$ cat config.mk
export PLATFORM = sky130hd
export DESIGN_NAME = walk_sequencer
export DESIGN_NICKNAME = d
export VERILOG_FILES = /design/src/rtl/walk_sequencer.sv
export SDC_FILE = /design/constraint.sdc
export NUM_CORES = 1
export LEC_CHECK = 0
export ABC_AREA = 1
export CORE_MARGIN = 2
export CORE_UTILIZATION = 30
export CTS_BUF_LIST = sky130_fd_sc_hd__clkbuf_4 sky130_fd_sc_hd__clkbuf_8
export DETAILED_ROUTE_END_ITERATION = 12
export HOLD_SLACK_MARGIN = 0.08
export PLACE_DENSITY = 0.47
export SLEW_MARGIN = 10
export SYNTH_ARGS = -nofsm -noshare
export SYNTH_HDL_FRONTEND = slang
export SYNTH_SLANG_ARGS = --single-unit
$ cat constraint.sdc
create_clock -name clk -period 2.6 [get_ports clk]
set_input_delay 0.26 -clock clk [delete_from_list [all_inputs] [get_ports clk]]
set_output_delay 0.26 -clock clk [all_outputs]
set_load 0.005 [all_outputs]
$ cat src/rtl/walk_sequencer.sv
// -----------------------------------------------------------------------------
// walk_sequencer
//
// Pedestrian walk-signal sequencer for a four-lane intersection. Two identical,
// independent crossing controllers (A and B) follow their car axis signal and
// serve latched button requests with a timed WALK / FLASH sequence.
//
// Ports
//   clk           rising-edge system clock
//   rst_n         asynchronous active-low reset
//   laneAControl  axis A car signal: 00 red, 01 yellow, 10 green, 11 = red
//   laneBControl  axis B car signal, same coding
//   btnA, btnB    pedestrian request buttons (synchronous level)
//   perTime       walk duration in seconds (sampled at WALK entry)
//   handTime      flashing-hand duration in seconds (sampled at WALK entry)
//   walkA, walkB  pedestrian signal: 00 solid hand, 01 flashing hand, 10 walk
//   reqPendingA/B latched, not yet served request
//   fault         sticky conflicting-green indication (cleared only by reset)
// -----------------------------------------------------------------------------
module walk_sequencer #(
    parameter int TICKS_PER_SEC = 5000
) (
    input  logic       clk,
    input  logic       rst_n,
    input  logic [1:0] laneAControl,
    input  logic [1:0] laneBControl,
    input  logic       btnA,
    input  logic       btnB,
    input  logic [5:0] perTime,
    input  logic [5:0] handTime,
    output logic [1:0] walkA,
    output logic [1:0] walkB,
    output logic       reqPendingA,
    output logic       reqPendingB,
    output logic       fault
);

    localparam int PW = (TICKS_PER_SEC > 1) ? $clog2(TICKS_PER_SEC) : 1;
    localparam logic [PW-1:0] TERM_COUNT = PW'(TICKS_PER_SEC - 1);

    typedef enum logic [1:0] {
        IDLE  = 2'd0,
        WALK  = 2'd1,
        FLASH = 2'd2,
        DONE  = 2'd3
    } state_t;

    // Crossing inputs/outputs packed so both controllers come from one loop;
    // slice gi*2 +: 2 belongs to crossing gi (0 = A, 1 = B).
    logic [3:0] lane_bus;
    logic [1:0] btn_bus;
    logic [3:0] walk_bus;
    logic [1:0] req_bus;

    assign lane_bus = {laneBControl, laneAControl};
    assign btn_bus  = {btnB, btnA};

    assign walkA       = walk_bus[1:0];
    assign walkB       = walk_bus[3:2];
    assign reqPendingA = req_bus[0];
    assign reqPendingB = req_bus[1];

    // Conflicting greens: the fault takes effect on the very edge it is seen,
    // so both controllers are forced idle on that edge as well as afterwards.
    logic both_green;
    logic fault_reg;
    logic fault_force;

    assign both_green  = (laneAControl == 2'b10) && (laneBControl == 2'b10);
    assign fault_force = fault_reg | both_green;
    assign fault       = fault_reg;

    always_ff @(posedge clk or negedge rst_n) begin
        if (!rst_n) begin
            fault_reg <= 1'b0;
        end else if (both_green) begin
            fault_reg <= 1'b1;
        end
    end

    genvar gi;
    generate
        for (gi = 0; gi < 2; gi++) begin : g_xing
            logic [1:0]    ctl;
            logic          btn;
            logic          green_start;
            logic          red_like;
            logic          tick;

            state_t        state_reg, state_next;
            logic [1:0]    prev_reg;
            logic          req_reg, req_next;
            logic [5:0]    hand_reg, hand_next;
            logic [5:0]    sec_reg, sec_next;
            logic [PW-1:0] presc_reg, presc_next;
            logic [1:0]    walk_reg, walk_next;

            assign ctl         = lane_bus[gi*2 +: 2];
            assign btn         = btn_bus[gi];
            assign green_start = (ctl == 2'b10) && (prev_reg != 2'b10);
            assign red_like    = (ctl == 2'b00) || (ctl == 2'b11);
            assign tick        = (presc_reg == TERM_COUNT);

            always_ff @(posedge clk or negedge rst_n) begin
                if (!rst_n) begin
                    state_reg <= IDLE;
                    prev_reg  <= 2'b00;
                    req_reg   <= 1'b0;
                    hand_reg  <= 6'd0;
                    sec_reg   <= 6'd0;
                    presc_reg <= '0;
                    walk_reg  <= 2'b00;
                end else begin
                    state_reg <= state_next;
                    prev_reg  <= ctl;
                    req_reg   <= req_next;
                    hand_reg  <= hand_next;
                    sec_reg   <= sec_next;
                    presc_reg <= presc_next;
                    walk_reg  <= walk_next;
                end
            end

            always_comb begin
                state_next = state_reg;
                req_next   = req_reg | btn;
                hand_next  = hand_reg;
                sec_next   = sec_reg;
                presc_next = presc_reg;

                if (fault_force) begin
                    state_next = IDLE;
                    sec_next   = 6'd0;
                    presc_next = '0;
                end else begin
                    case (state_reg)
                        IDLE: begin
                            presc_next = '0;
                            // A press on this very edge counts and is consumed.
                            if (green_start && (req_reg || btn) && (perTime != 6'd0)) begin
                                state_next = WALK;
                                sec_next   = perTime;
                                hand_next  = handTime;
                                req_next   = 1'b0;
                            end
                        end

                        WALK: begin
                            // Yellow cuts the walk short but still grants the
                            // full flashing-hand time.
                            if (red_like) begin
                                state_next = IDLE;
                                sec_next   = 6'd0;
                                presc_next = '0;
                            end else if ((ctl == 2'b01) || (tick && (sec_reg == 6'd1))) begin
                                presc_next = '0;
                                if (hand_reg == 6'd0) begin
                                    state_next = DONE;
                                    sec_next   = 6'd0;
                                end else begin
                                    state_next = FLASH;
                                    sec_next   = hand_reg;
                                end
                            end else if (tick) begin
                                presc_next = '0;
                                sec_next   = sec_reg - 6'd1;
                            end else begin
                                presc_next = presc_reg + PW'(1);
                            end
                        end

                        FLASH: begin
                            if (red_like) begin
                                state_next = IDLE;
                                sec_next   = 6'd0;
                                presc_next = '0;
                            end else if (tick && (sec_reg == 6'd1)) begin
                                state_next = DONE;
                                sec_next   = 6'd0;
                                presc_next = '0;
                            end else if (tick) begin
                                presc_next = '0;
                                sec_next   = sec_reg - 6'd1;
                            end else begin
                                presc_next = presc_reg + PW'(1);
                            end
                        end

                        DONE: begin
                            presc_next = '0;
                            if (ctl != 2'b10) begin
                                state_next = IDLE;
                            end
                        end

                        default: begin
                            state_next = IDLE;
                        end
                    endcase
                end

                // Registered output follows the state being entered.
                case (state_next)
                    WALK:    walk_next = 2'b10;
                    FLASH:   walk_next = 2'b01;
                    default: walk_next = 2'b00;
                endcase
            end

            assign walk_bus[gi*2 +: 2] = walk_reg;
            assign req_bus[gi]         = req_reg;
        end
    endgenerate

endmodule

### Yosys cells after proc, flatten, opt, wreduce, memory -nomap -nowiden

Index checks and enable logic that the tools add are counted.

* input port bits: 20
* flip-flop bits (word level): 65

* eq/ne operators: 26
* add/subtract/negate cells: 4
* bitwise gates (word level): 4
* mux-type cells: 58
* reduce and logical (&&, ||, !) cells: 30

Operators by type and width (number)
* two-way mux 13 bit: 12
* two-way mux 6 bit: 16
* case mux 13 bit (3 select lines): 2
* case mux 6 bit (3 select lines): 2
* two-way mux 2 bit: 14
* adder 13 x 1 -> 13 bit, second input constant: 2
* equality test 13 bit, second input constant: 2
* equality test 2 bit, second input constant: 10
* case mux 2 bit (4 select lines): 2
* equality test 2 x 1 -> 1 bit, second input constant: 6
* equality test 6 x 1 -> 1 bit, second input constant: 2
* zero test 6 bit: 2
* subtractor 6 x 1 -> 6 bit, second input constant: 2
* logical AND 1 bit: 9
* zero test 2 bit: 4
* two-way mux 1 bit: 8
* != test 2 bit, second input constant: 4
* case mux 2 bit (2 select lines): 2
* nonzero test 4 bit: 2
* logical OR 1 bit: 6
* != test 3 bit, second input constant: 2
* AND reduction 3 bit: 2
* nonzero test 6 bit: 1
* AND reduction 2 bit: 2
* 3 further kinds: 6

### Logic depth before layout (Yosys ltp)

* depth after elaboration: 9
* gate-level depth with buffers: 15
* depth with buffers taken out: 15

### Worst setup path before layout

No wires, ideal clock.

* path kind: register to register
* start: reg g_xing[0].presc_reg[0]
* end: reg g_xing[0].walk_reg[1] (netlist: walkA[1])
* data required time: 2.487 ns
* buffers on the path: 0
* cell stages (with the launch flop): 15
* slack: 1.054 ns
* library setup time: 0.113 ns
* data arrival time: 1.433 ns
* cell sequence: dfrtp_1 -> ha_1 -> nand2_2 -> clkinv_2 -> nand2_2 -> nor2_4 -> nand3_4 -> nand2_8 -> nand2_4 -> o21ai_2 -> nand2_1 -> nand2_1 -> nand2_2 -> inv_2 -> nor2_2

* cells in the longest elaborated chain, start to end: 9
* elaborated cells on any way between the ends: 12
* those cells by class: eq/ne (3); mux (7); reduce/logical (2)

RTL lines
* from (decl): RTL line 95 `logic [PW-1:0] presc_reg, presc_next;`
* from (signal assigned): RTL line 119 `presc_reg <= presc_next;`
* equality test 13 bit *: RTL line 102 `assign tick = (presc_reg == TERM_COUNT);`
* logical AND 1 bit *: RTL line 155, 177
* logical OR 1 bit: RTL line 155 `end else if ((ctl == 2'b01) || (tick && (sec_reg == 6'd1))) begin`
* two-way mux 2 bit: RTL line 155
* two-way mux 2 bit: RTL line 151 `if (red_like) begin`
* case mux 2 bit (4 select lines) *: RTL line 136 `case (state_reg)`
* two-way mux 2 bit *: RTL line 131 `if (fault_force) begin`
* named net g_xing[0].state_next[1]: RTL line 90 `state_t state_reg, state_next;`
* equality test 2 bit / equality test 2 x 1 -> 1 bit (equally long branches): RTL line 203 `case (state_next)`
* case mux 2 bit (2 select lines) *: RTL line 203
* named net g_xing[0].walk_next[1]: RTL line 96 `logic [1:0] walk_reg, walk_next;`
* to (signal assigned): RTL line 120 `walk_reg <= walk_next;`
* to (decl): RTL line 96

Mark *: on every way through the listed nets, which the timed path passes. The rest lies on a longest branch.
A chain may end at the register's enable or synchronous reset.

### Worst setup path in the final report

* start: reg g_xing[0].state_reg[1]
* end: reg g_xing[0].sec_reg[0]

* cells in the longest elaborated chain, start to end: 3
* elaborated cells on any way between the ends: 8
* those cells by class: eq/ne (3); mux (2); reduce/logical (3)

RTL lines
* from (decl): RTL line 90
* from (signal assigned): RTL line 114 `state_reg <= state_next;`
* equality test 2 bit, or another cell as far along: RTL line 136
* case mux 6 bit (3 select lines), or another cell as far along: RTL line 136
* two-way mux 6 bit / AND reduction 2 bit (equally long branches)
* to (signal assigned): RTL line 118 `sec_reg <= sec_next;`
* to (decl): RTL line 94 `logic [5:0] sec_reg, sec_next;`

Several ways; a longest one is shown, not always the timed one.

==> results.md <==
* YS warnings at 0
* Post-DRT Antenna Nets at 0
* Final wirelength at 10280 um
* Source of the critical timing path: g_xing[0].state_reg[1]$_DFF_PN0_
* Ys flop type: dfrtp_1
* Met2 usage at 0.2356
* Routability congestion estimate from global placement at 0.7715
* Critical Path AT at 2.31 ns
* Post-synthesis async set-or-reset flop share at 1.000
* Max cap viols at 0
* Maximum number of pins on one net before global-route repair at 66
* Endpoint class of the critical path: flop
* Commonest cells in the synthesized netlist: nand2_1, inv_1, nor2_1
* Maximum clock rate at 496.8 MHz
* Clock period minus final worst setup slack at 2.013 ns
* Register bit total from synthesis at 65
* H-tree depth reported by CTS at 3
* Most repeated cell in the gate-level netlist after synthesis: nand2_1
* Clock tree buffer depth at 2
* Reg2reg path depth at 8
* Met1 usage in global routing at 0.1979
* Critical path type: reg -> reg
* Clock latency at the later pin of the worst-skew pair at 0.37 ns
* Full die area at 0.01517 mm2
* Overall fraction of global-route tracks in use at 0.1493
* Post-synth EDFFs at 0
* Actual slew at the worst max-slew pin at 0.4395 ns
* Top cell type by total area after synthesis: dfrtp_1
* Post-route DRC at 0
* Leakage component of the power at 2.481 nW
* Endpoints failing hold at 0
* CTS buffer count at 9
* Proportion of synthesized chip area in sequential cells at 0.3819
* CP required at 2.90 ns
* Count of routing violations after the opening detailed-route iteration at 144
* Setup violation total in the final timing report at 0
* Maximum resistive drop on vdd at 0.0002612 V
* Detailed-route vias per instance at 4.552
* Total negative slack at 0 ns
* Flip-flop and latch area at 0.001627 mm2
* Wire length of the first global-routing pass at 17500 um
* Vias after detailed routing at 3719
* Critical Path Start Type: flop
* Max reg flops at 26
* Origin of the critical flop-to-flop path: g_xing[0].state_reg[1]$_DFF_PN0_
* Number of distinct library cells after synthesis at 34
* Post-layout nets at 670
* Ratio of cells with drive above 1 in the final layout at 0.1036
* Vias in the first global route at 3704
* Relative slew slack at 0.7061
* Final worst path period share at 0.7742
* Antenna violations before repair at 0
* Sink Count at 65
* Classification of the worst-slack hold path: in -> reg
* Most crowded layer after global routing: met2
* Cell types occupying the most area after synthesis: dfrtp_1, nand2_1, inv_1
* P per Cell Area at 539.3 mW/mm2
* Cell area after synthesis at 0.004259 mm2
* Post_cts resized at 0
* Number of iterations in the first detailed-routing pass at 6
* Total of buffers placed on input and output ports at 26
* Total overflow reported by the global router at 0
* Clock-pin slew on the worst setup and hold paths at 0.08 ns
* Average size of a mapped cell at 7.122 um2
* Status: finished clean
* GR Util met3 at 0.03506
* Final routed wire length divided by cell count at 12.59 um
* Pins Over Slew Limit at 0
* RSZ-0062 raised after global routing: false
* CTS Root Cell: clkbuf_8
* Area of combinational cells with multiple inputs at 0.002230 mm2
* Layout area overhead at 17.71%
* Floorplan die width at 123.2 um
* Initial cell density of the core at 0.3068
* Depth of the worst hold-timing path at 1
* TritonCTS clock tree: yes
* Synthesized instance count at 598
* Min-delay src: laneAControl[0]
* Post-Syn Nets at 636
* Biggest fanout along the worst timing path at 10
* Antenna Diode Count at 0
* Share of the synthesized area in the top cell type at 0.3819
* Boundary Pins at 27
* Chip height at 123.2 um
* Layout fillers at 1507
* Post-Route Hold Slack at 0.3846 ns
* Core Area at 0.01388 mm2
* Number of cell rows at 43
* Worst Clk Skew at 0.01572 ns
* Post-detail-place hpwl at 7819 um
[metal layers]
layer / vias up / wire [um]
met4: 0 / 186
met5: - / 0
li1: 1927 / -
met3: 13 / 320
met2: 41 / 4576
met1: 1738 / 5199
[cell type report]
type	count	area share
inverters	97	0.07287
clock buffers	11	0.02770
flip-flops and latches	65	0.3244
well taps	180	0.04492
clock inverters	5	0.02546
repair buffers	30	0.05990
multi-input cells	429	0.4447
[path summary, 6_finish.rpt]
check | end | slack, ns
min in group asynchronous | g_xing[1].presc_reg[4]$_DFF_PN0_ | 0.44
max | g_xing[0].sec_reg[0]$_DFFE_PN0P_ | 0.59
min reg2reg | g_xing[0].presc_reg[0]$_DFF_PN0_ | 0.46
max in group asynchronous | g_xing[1].prev_reg[1]$_DFF_PN0_ | 1.85
min | g_xing[0].prev_reg[0]$_DFF_PN0_ | 0.38
max reg2reg | g_xing[0].sec_reg[0]$_DFFE_PN0P_ | 0.59
[cells in the final DEF, fill, tap and decap left out, types with 3 or more instances in the layout]
| cell type | netlist | final |
|---|---|---|
| nand2_1 | 175 | 175 |
| inv_1 | 90 | 90 |
| nor2_1 | 67 | 67 |
| dfrtp_1 | 65 | 65 |
| nand3_1 | 41 | 41 |
| clkdlybuf4s50_1 | 0 | 25 |
| o21ai_0 | 22 | 22 |
| a21oi_1 | 22 | 22 |
| ha_1 | 18 | 18 |
| xor2_1 | 15 | 15 |
| nand2_2 | 12 | 12 |
| nor2_2 | 11 | 11 |
| nor3_1 | 10 | 10 |
| clkbuf_8 | 0 | 9 |
| nand4_1 | 6 | 6 |
| inv_2 | 4 | 4 |
| o211ai_1 | 4 | 4 |
| bufinv_16 | 0 | 4 |
| nor3b_1 | 3 | 3 |
[critical path, cell delays in order (launching register included)]
cell and delay [ns]:
dfrtp_1 0.43, inv_1 0.12, ha_1 0.41, nor2_1 0.11, o211ai_1 0.32, nand2_1 0.20, a21oi_1 0.22, nand2_1 0.07
o21ai_0 0.06
[power breakdown]
part           switching (mW)  internal (mW)
clock network           0.421          0.756
registers               0.119           1.11
logic                   0.173          0.127
total                   0.714           1.99
[repair_timing]
item                      4_1_cts  5_1_grt
hold buffers                    1        0
hold endpoints to repair       65        0
buffers inserted                0        0
[per-stage QoR]
stage          utilization  power, mW  worst slack [ns]  cells  instance area [um2]
2_1_floorplan            -      1.385             1.054    598                 4259
3_3_place_gp        0.3413      1.537            0.3611    800                 4737
3_5_place_dp        0.3413      1.545            0.3613    800                 4737
4_1_cts             0.3612      2.733            0.5820    817                 5014
5_1_grt             0.3612      2.831            0.3716    817                 5014
6_report            0.3612      2.704            0.5870    817                 5014
[cell families (layout without fill, tap and decap cells)]
kind of cell | Yosys count | after routing | synth area share
buffers and inverters | 104 | 143 | 0.09459
XOR/XNOR | 17 | 17 | 0.03496
AO/OA/AOI/OAI | 55 | 55 | 0.07080
flip-flops | 65 | 65 | 0.3819
AND/OR/NAND/NOR | 339 | 339 | 0.3649
adder cells (fa/ha/maj) | 18 | 18 | 0.05288
(Power assumes the default switching activity.)
